## config.mk

```make
export PLATFORM = sky130hd
export DESIGN_NAME = wb_master_if_flat
export DESIGN_NICKNAME = d
export VERILOG_FILES = /design/src/rtl/wb_master_if_if.sv /design/src/rtl/wb_master_if.sv /design/src/flat_wrapper.sv
export SDC_FILE = /design/constraint.sdc
export NUM_CORES = 1
export LEC_CHECK = 0
export BUFFER_PORTS_ARGS = -buffer_cell sky130_fd_sc_hd__clkbuf_2
export CAP_MARGIN = 20
export CORE_UTILIZATION = 40
export CTS_CLUSTER_SIZE = 25
export DETAILED_ROUTE_END_ITERATION = 6
export PLACE_DENSITY = 0.73
export SLEW_MARGIN = 30
export SYNTH_ARGS = -nofsm -noshare
export SYNTH_HDL_FRONTEND = slang
export SYNTH_SLANG_ARGS = --single-unit
export TNS_END_PERCENT = 100
```

## constraint.sdc

```tcl
create_clock -name clk_i -period 2.6 [get_ports clk_i]
set_clock_uncertainty 0.05 [all_clocks]
set_input_delay 0.13 -clock clk_i [delete_from_list [all_inputs] [get_ports clk_i]]
set_output_delay 0.13 -clock clk_i [all_outputs]
set_load 0.02 [all_outputs]
```

## src/rtl/wb_master_if_if.sv

```systemverilog
// Wishbone B4 classic bus bundle between the single-transfer master and a slave.
interface wb_master_if_if #(
    parameter int WISHBONE_ADDR_WIDTH = 32,
    parameter int WISHBONE_BUS_WIDTH  = 32
);
    logic                              wb_cyc_o;
    logic                              wb_stb_o;
    logic                              wb_we_o;
    logic [WISHBONE_ADDR_WIDTH-1:0]    wb_adr_o;
    logic [WISHBONE_BUS_WIDTH-1:0]     wb_dat_o;
    logic [WISHBONE_BUS_WIDTH/8-1:0]   wb_sel_o;
    logic [WISHBONE_BUS_WIDTH-1:0]     wb_dat_i;
    logic                              wb_ack_i;
    logic                              wb_err_i;

    modport master (
        output wb_cyc_o, wb_stb_o, wb_we_o, wb_adr_o, wb_dat_o, wb_sel_o,
        input  wb_dat_i, wb_ack_i, wb_err_i
    );

    modport slave (
        input  wb_cyc_o, wb_stb_o, wb_we_o, wb_adr_o, wb_dat_o, wb_sel_o,
        output wb_dat_i, wb_ack_i, wb_err_i
    );
endinterface

```

## src/rtl/wb_master_if.sv

```systemverilog
// Wishbone B4 classic single-transfer master for the memory stage.
// Optional bus timeout enabled by defining WB_MASTER_TIMEOUT_EN.
module wb_master_if #(
    parameter int WISHBONE_ADDR_WIDTH = 32,
    parameter int WISHBONE_BUS_WIDTH  = 32,
    parameter int TIMEOUT_CYCLES      = 255
) (
    input  logic                              clk_i,
    input  logic                              rst_ni,
    input  logic                              start_req_i,
    input  logic                              wen_i,
    input  logic [WISHBONE_ADDR_WIDTH-1:0]    adr_i,
    input  logic [WISHBONE_BUS_WIDTH-1:0]     wdata_i,
    input  logic [WISHBONE_BUS_WIDTH/8-1:0]   sel_i,
    output logic [WISHBONE_BUS_WIDTH-1:0]     rdata_o,
    output logic                              done_req_o,
    output logic                              err_o,
    wb_master_if_if.master                    wb
);
    localparam int SW = WISHBONE_BUS_WIDTH / 8;

    if (TIMEOUT_CYCLES < 1 || TIMEOUT_CYCLES > 65535) begin : g_bad_timeout
        $error("TIMEOUT_CYCLES out of range 1..65535");
    end

    typedef enum logic {IDLE, BUSY} state_e;

    state_e                           state_q, state_d;
    logic                             cyc_q, cyc_d;
    logic                             we_q, we_d;
    logic [WISHBONE_ADDR_WIDTH-1:0]   adr_q, adr_d;
    logic [WISHBONE_BUS_WIDTH-1:0]    dat_q, dat_d;
    logic [SW-1:0]                    sel_q, sel_d;
    logic [WISHBONE_BUS_WIDTH-1:0]    rdata_q, rdata_d;
    logic                             done_q, done_d;
    logic                             err_q, err_d;
`ifdef WB_MASTER_TIMEOUT_EN
    localparam logic [15:0] TO_LAST = 16'(TIMEOUT_CYCLES - 1);
    logic [15:0]                      cnt_q, cnt_d;
`endif

    always_comb begin
        state_d = state_q;
        cyc_d   = cyc_q;
        we_d    = we_q;
        adr_d   = adr_q;
        dat_d   = dat_q;
        sel_d   = sel_q;
        rdata_d = rdata_q;
        done_d  = 1'b0;
        err_d   = 1'b0;
`ifdef WB_MASTER_TIMEOUT_EN
        cnt_d   = cnt_q;
`endif
        unique case (state_q)
            IDLE: begin
                if (start_req_i) begin
                    state_d = BUSY;
                    cyc_d   = 1'b1;
                    we_d    = wen_i;
                    adr_d   = adr_i;
                    dat_d   = wdata_i;
                    sel_d   = wen_i ? sel_i : '1;
`ifdef WB_MASTER_TIMEOUT_EN
                    cnt_d   = '0;
`endif
                end
            end
            BUSY: begin
                if (wb.wb_ack_i || wb.wb_err_i) begin
                    state_d = IDLE;
                    cyc_d   = 1'b0;
                    we_d    = 1'b0;
                    done_d  = 1'b1;
                    // err wins over a simultaneous ack: read data is not trusted
                    err_d   = wb.wb_err_i;
                    if (!wb.wb_err_i && !we_q)
                        rdata_d = wb.wb_dat_i;
                end
`ifdef WB_MASTER_TIMEOUT_EN
                else if (cnt_q == TO_LAST) begin
                    state_d = IDLE;
                    cyc_d   = 1'b0;
                    we_d    = 1'b0;
                    done_d  = 1'b1;
                    err_d   = 1'b1;
                end else begin
                    cnt_d   = cnt_q + 16'd1;
                end
`endif
            end
            default: state_d = IDLE;
        endcase
    end

    // Async reset drops cyc/stb immediately, abandoning any transfer in flight.
    always_ff @(posedge clk_i or negedge rst_ni) begin
        if (!rst_ni) begin
            state_q <= IDLE;
            cyc_q   <= 1'b0;
            we_q    <= 1'b0;
            adr_q   <= '0;
            dat_q   <= '0;
            sel_q   <= '0;
            rdata_q <= '0;
            done_q  <= 1'b0;
            err_q   <= 1'b0;
`ifdef WB_MASTER_TIMEOUT_EN
            cnt_q   <= '0;
`endif
        end else begin
            state_q <= state_d;
            cyc_q   <= cyc_d;
            we_q    <= we_d;
            adr_q   <= adr_d;
            dat_q   <= dat_d;
            sel_q   <= sel_d;
            rdata_q <= rdata_d;
            done_q  <= done_d;
            err_q   <= err_d;
`ifdef WB_MASTER_TIMEOUT_EN
            cnt_q   <= cnt_d;
`endif
        end
    end

    assign wb.wb_cyc_o = cyc_q;
    assign wb.wb_stb_o = cyc_q;
    assign wb.wb_we_o  = we_q;
    assign wb.wb_adr_o = adr_q;
    assign wb.wb_dat_o = dat_q;
    assign wb.wb_sel_o = sel_q;
    assign rdata_o     = rdata_q;
    assign done_req_o  = done_q;
    assign err_o       = err_q;
endmodule

```

## src/flat_wrapper.sv

```systemverilog
// flat-port wrapper written by rule: the top's interface ports become plain ports
module wb_master_if_flat 
#(
    parameter int WISHBONE_ADDR_WIDTH = 32,
    parameter int WISHBONE_BUS_WIDTH  = 32,
    parameter int TIMEOUT_CYCLES      = 255
)
  (clk_i, rst_ni, start_req_i, wen_i, adr_i, wdata_i, sel_i, rdata_o, done_req_o, err_o, wb_wb_cyc_o, wb_wb_stb_o, wb_wb_we_o, wb_wb_adr_o, wb_wb_dat_o, wb_wb_sel_o, wb_wb_dat_i, wb_wb_ack_i, wb_wb_err_i);
  wb_master_if_if #(.WISHBONE_ADDR_WIDTH(WISHBONE_ADDR_WIDTH), .WISHBONE_BUS_WIDTH(WISHBONE_BUS_WIDTH)) wb_i ();
  input  logic clk_i;
  input  logic rst_ni;
  input  logic start_req_i;
  input  logic wen_i;
  input  logic [WISHBONE_ADDR_WIDTH-1:0] adr_i;
  input  logic [WISHBONE_BUS_WIDTH-1:0] wdata_i;
  input  logic [WISHBONE_BUS_WIDTH/8-1:0] sel_i;
  output logic [WISHBONE_BUS_WIDTH-1:0] rdata_o;
  output logic done_req_o;
  output logic err_o;
  output wire logic [$bits(wb_i.wb_cyc_o)-1:0] wb_wb_cyc_o;
  output wire logic [$bits(wb_i.wb_stb_o)-1:0] wb_wb_stb_o;
  output wire logic [$bits(wb_i.wb_we_o)-1:0] wb_wb_we_o;
  output wire logic [$bits(wb_i.wb_adr_o)-1:0] wb_wb_adr_o;
  output wire logic [$bits(wb_i.wb_dat_o)-1:0] wb_wb_dat_o;
  output wire logic [$bits(wb_i.wb_sel_o)-1:0] wb_wb_sel_o;
  input wire logic [$bits(wb_i.wb_dat_i)-1:0] wb_wb_dat_i;
  input wire logic [$bits(wb_i.wb_ack_i)-1:0] wb_wb_ack_i;
  input wire logic [$bits(wb_i.wb_err_i)-1:0] wb_wb_err_i;
  assign wb_wb_cyc_o = wb_i.wb_cyc_o;
  assign wb_wb_stb_o = wb_i.wb_stb_o;
  assign wb_wb_we_o = wb_i.wb_we_o;
  assign wb_wb_adr_o = wb_i.wb_adr_o;
  assign wb_wb_dat_o = wb_i.wb_dat_o;
  assign wb_wb_sel_o = wb_i.wb_sel_o;
  assign wb_i.wb_dat_i = wb_wb_dat_i;
  assign wb_i.wb_ack_i = wb_wb_ack_i;
  assign wb_i.wb_err_i = wb_wb_err_i;
  wb_master_if #(.WISHBONE_ADDR_WIDTH(WISHBONE_ADDR_WIDTH), .WISHBONE_BUS_WIDTH(WISHBONE_BUS_WIDTH), .TIMEOUT_CYCLES(TIMEOUT_CYCLES)) u_core (.clk_i(clk_i), .rst_ni(rst_ni), .start_req_i(start_req_i), .wen_i(wen_i), .adr_i(adr_i), .wdata_i(wdata_i), .sel_i(sel_i), .rdata_o(rdata_o), .done_req_o(done_req_o), .err_o(err_o), .wb(wb_i));
endmodule
```

* Word-level counts from Yosys, hierarchy flattened
Index checks and enable logic that the tools add are counted.
** Word-level totals
- Logic and storage cells :: 32
- Flip-flop bits (word level) :: 105
- Bits of input ports :: 106
- Output and inout bits :: 105
** Operators by class
- Equal/unequal tests :: 2
- Mux-type cells :: 13
- Bitwise logic cells :: 1
- Reductions and logical operators :: 7
** Operators by type and width (number)
- $mux W1 :: 9
- $pmux W1 S2 :: 3
- $mux W4 :: 1
- $ne A2 B2 Y1 const B :: 2
- $reduce_and A2 Y1 :: 2
- $reduce_and A3 Y1 :: 1
- $logic_not A1 Y1 :: 2
- $logic_and A1 B1 Y1 :: 1
- $logic_or A1 B1 Y1 :: 1
- $not A1 Y1 :: 1

* Longest topological paths before layout
- Word-level depth :: 3
- Mapped depth :: 5

* Worst setup path before layout
Ideal clock, no wire load.
- Kind :: reg-to-reg
- Start :: register u_core.we_q (netlist: u_core.wb.wb_we_o)
- End :: register u_core.rdata_q[0] (netlist: u_core.rdata_o[0])
- Data arrival time :: 1.355 ns
- Path slack :: 1.067 ns
- Path buffers :: 2
- Setup time :: 0.127 ns
- Stages on the path, launching flop included :: 5
- Cell sequence :: dfrtp_1 -> nor4bb_1 -> buf_2 -> buf_6 -> mux2_1
** Between the ends
- Longest elaborated chain between the ends :: 3
** RTL lines
- start, declared :: line wb_master_if.sv:30 : logic we_q, we_d;
- start signal, assigned :: line wb_master_if.sv:114 : we_q <= we_d;
- $logic_not A1 Y1 :: line wb_master_if.sv:77 : if (!wb.wb_err_i && !we_q)
- $logic_and A1 B1 Y1 :: line wb_master_if.sv:77
- $reduce_and A3 Y1 (no line)
- end signal, assigned :: line wb_master_if.sv:118 : rdata_q <= rdata_d;
- end, declared :: line wb_master_if.sv:34 : logic [WISHBONE_BUS_WIDTH-1:0] rdata_q, rdata_d;
Every way passes these cells.
A chain may end at the register's enable or synchronous reset.

* Worst setup path in the final report
- Start :: input port wb_wb_ack_i
- End :: register u_core.rdata_q[3] (netlist: u_core.rdata_o[3])
** Between the ends
- Longest elaborated chain between the ends :: 2
** RTL lines
- start, declared :: line flat_wrapper.sv:27 : input wire logic [$bits(wb_i.wb_ack_i)-1:0] wb_wb_ack_i;
- $logic_or A1 B1 Y1 :: line wb_master_if.sv:70 : if (wb.wb_ack_i || wb.wb_err_i) begin
- $reduce_and A3 Y1 (no line)
Every way passes these cells.

==> impl_metrics.toml <==
[pwr]
pwr-share-seq_pct = 47.3
internal_power_mw = 3.05
p_sw_mw = 1.58
vdd_drop_max_mv = 0.372
p_per_area_nw_per_um2 = 734
power_frac_clock_pct = 19.8
p_comb_share_pct = 32.8
power.leakage_nw = 3.08
swShare_pct = 34.2

[floorplanning]
ios = 211
start_util_pct = 42.0
fp-row-count = 35
core_um2 = 9420
die_w_um = 101
die_h_um = 101
die-area_um2 = 10300

[global_route]
grtUsageMet1_pct = 21.3
met3_usage_pct = 4.21
grt_pass1_vias = 3376
grt_max_degree = 56
gr-usage-met2_pct = 38.0
grt_usage_pct = 19.8
gr-total-overflow = 0
grt_pass1_wl_um = 15700
antenna_found_initial = 0
grt.busiest_layer = "met2"

[yosys]
syn_area_um2 = 3950
ys_top_cells_by_area = "dfrtp_1 (66%), mux2_2 (20%), mux2_1 (8.5%)"
synth_seq_cells = 105
syn_avg_cell_area_um2 = 17.0
ys_seq_area_share_pct = 66.5
synth_compound_area_share_pct = 0.633
yosys_warnings = 0
synth_adder_area_share_pct = 0
synth-xor-area-share_pct = 0
syn_inst = 233
synth_largest_area_cell = "dfrtp_1"
ys_types = 16
synth_top_cell_area_share_pct = 66.5
synth.area.mux_share_pct = 28.7
synth_nets = 339
synth_top_family_by_area = "multiplexers"
synth_simple_gate_area_share_pct = 1.65

[worst_setup_path]
critPathTopFamily = "buffers and inverters"
arrival_ps = 1870
crit_chain = "dlygate4sd3_1 -> clkbuf_2 -> nor4bb_4 -> buf_4 -> mux2_1"
cp-start-kind = "input pin"
path_buf_inv = 3
crit_fanout = 32
critPathCaptureType = "register"
cp_slowest_stage_delay_ps = 540
slowest_stage = "dlygate4sd3_1"
critical_path_class = "input pin to register"
cp.required_ps = 2770

[routing]
via_count = 3073
drc_errors = 0
totalWireLength_um = 9850
dr.pass1.iters = 6
ant_nets = 0
routedWlPerCell_um = 14.5
vias_per_cell = 4.53
dr.first_iter.drc_count = 37

[clock_network]
cts_resized = 0
cts_buffer_depth = 2
cts_setup_buffers = 0
cts_buffers = 9
cts_sinks = 105
h-tree-depth = 3
cts_tree = "done"
cts-root-buf = "clkbuf_8"
clk_pin_slew_ps = 90
clock_latency_ps = 340

[run]
drv_cap = 0

[sta]
setup_tns_ps = 0
rsz0062_at_grt = "false"
min_period_ps = 1700
finalMaxSlewViolations = 0
finalSetupViolations = 0
worst_slew_pin_slew_ps = 665
max_freq_mhz = 588
period_share_pct = 65.4
max_slew_margin_pct = 55.7
hold_viol_final = 0

[run_status]
status = "completed"

[layout]
fillers = 678
final_layout_size_suffix_gt1_share_pct = 54.8
layout_common_cells = "clkbuf_2 (209), dfrtp_1 (105), dlygate4sd3_1 (99)"
diodes = 0
layout_commonest_cell = "clkbuf_2"
fin_cells = 678
layout.nets = 650
syn_to_final_growth_pct = 59.5

[place]
place_inst = 563
globalplace.congestion = 0.673
port_buffers = 210
dp_hpwl_um = 6170

[worst_hold_path]
hold_path_class = "input pin to register"
==> cell type report <==
type / count / area, um2 / share of cell area (%)
clock buffers: 11 / 141 / 2.24
well taps: 129 / 161 / 2.56
clock inverters: 5 / 38.8 / 0.615
flip-flops and latches: 105 / 2630 / 41.7
repair buffers: 313 / 2090 / 33.1
multi-input cells: 115 / 1250 / 19.8
==> per-stage QoR <==
| stage | power, mW | utilization (%) | setup WS (ps) | area [um2] | hold slack, ps |
|---|---|---|---|---|---|
| 2_1_floorplan | 3.04 | - | 1070 | 3950 | -216 |
| 3_3_place_gp | 3.57 | 54.5 | 953 | 5130 | 141 |
| 3_5_place_dp | 3.62 | 54.5 | 906 | 5130 | 152 |
| 4_1_cts | 4.67 | 67.0 | 894 | 6300 | 17.0 |
| 5_1_grt | 4.89 | 67.0 | 811 | 6300 | 25.8 |
| 6_report | 4.63 | 67.0 | 899 | 6300 | 35.6 |
==> power groups by stage <==
stage	Sequential, mW	Clock [mW]	Combinational [mW]
CTS	2.18	0.962	1.52
finish	2.19	0.919	1.52
global route	2.24	1.02	1.63
floorplan	2.67	0	0.375
detailed placement	2.21	0	1.40
global placement	2.20	0	1.38
==> layer usage <==
layer  vias up  part of all wire (%)
met5         -                     0
met1      1472                    38
met3        20                   6.4
li1       1448                     -
met4         0                   1.9
met2       133                    54
==> worst paths after layout <==
| kind | startpoint | end | slack, ps | depth (start not counted) |
|---|---|---|---|---|
| max | wb_wb_ack_i | u_core.rdata_o[3] | 900 | 5 |
| max reg2reg | u_core.state_q | u_core.rdata_o[3] | 900 | 3 |
| min reg2reg | u_core.rdata_o[4] | u_core.rdata_o[4] | 440 | 1 |
| min | wb_wb_err_i | u_core.err_o | 40 | 2 |
| max in group asynchronous | rst_ni | u_core.rdata_o[16] | 1440 | 3 |
| min in group asynchronous | rst_ni | u_core.rdata_o[29] | 300 | 2 |
==> cells by family (layout without fill, tap and decap cells) <==
family / Yosys count / in the layout
multiplexers: 101 / 101
flip-flops: 105 / 105
AO/OA/AOI/OAI: 3 / 3
buffers and inverters: 13 / 329
AND/OR/NAND/NOR: 11 / 11
==> sequential cells by signal, summed over array words and instances, names as in the netlist <==
signal,flops
u_core.rdata_o,32
u_core.wb.wb_we_o,1
u_core.done_req_o,1
u_core.wb.wb_cyc_o,1
u_core.err_o,1
u_core.wb.wb_adr_o,32
u_core.wb.wb_sel_o,4
u_core.wb.wb_dat_o,32
u_core.state_q,1
==> cells in the mapped netlist <==
master     number
a21o_1          1
and2_1          1
buf_2           7
buf_4           1
buf_6           5
dfrtp_1       105
mux2_1         30
mux2_2         70
mux2i_1         1
nand2_1         1
nand2b_1        4
nor2_1          2
nor2b_1         2
nor4bb_1        1
o2bb2ai_1       1
o32ai_1         1
==> repair_timing <==
item | 4_1_cts | 5_1_grt
setup endpoints to repair | 0 | 0
hold endpoints to repair | 147 | 0
hold buffers | 99 | 0
==> worst register-to-register path, cell delays in order, from the launching register on <==
cell,delay [ps]
dfrtp_1,500
nor4bb_4,230
buf_4,420
mux2_1,390
No activity file was read; power rests on OpenSTA's default activity.
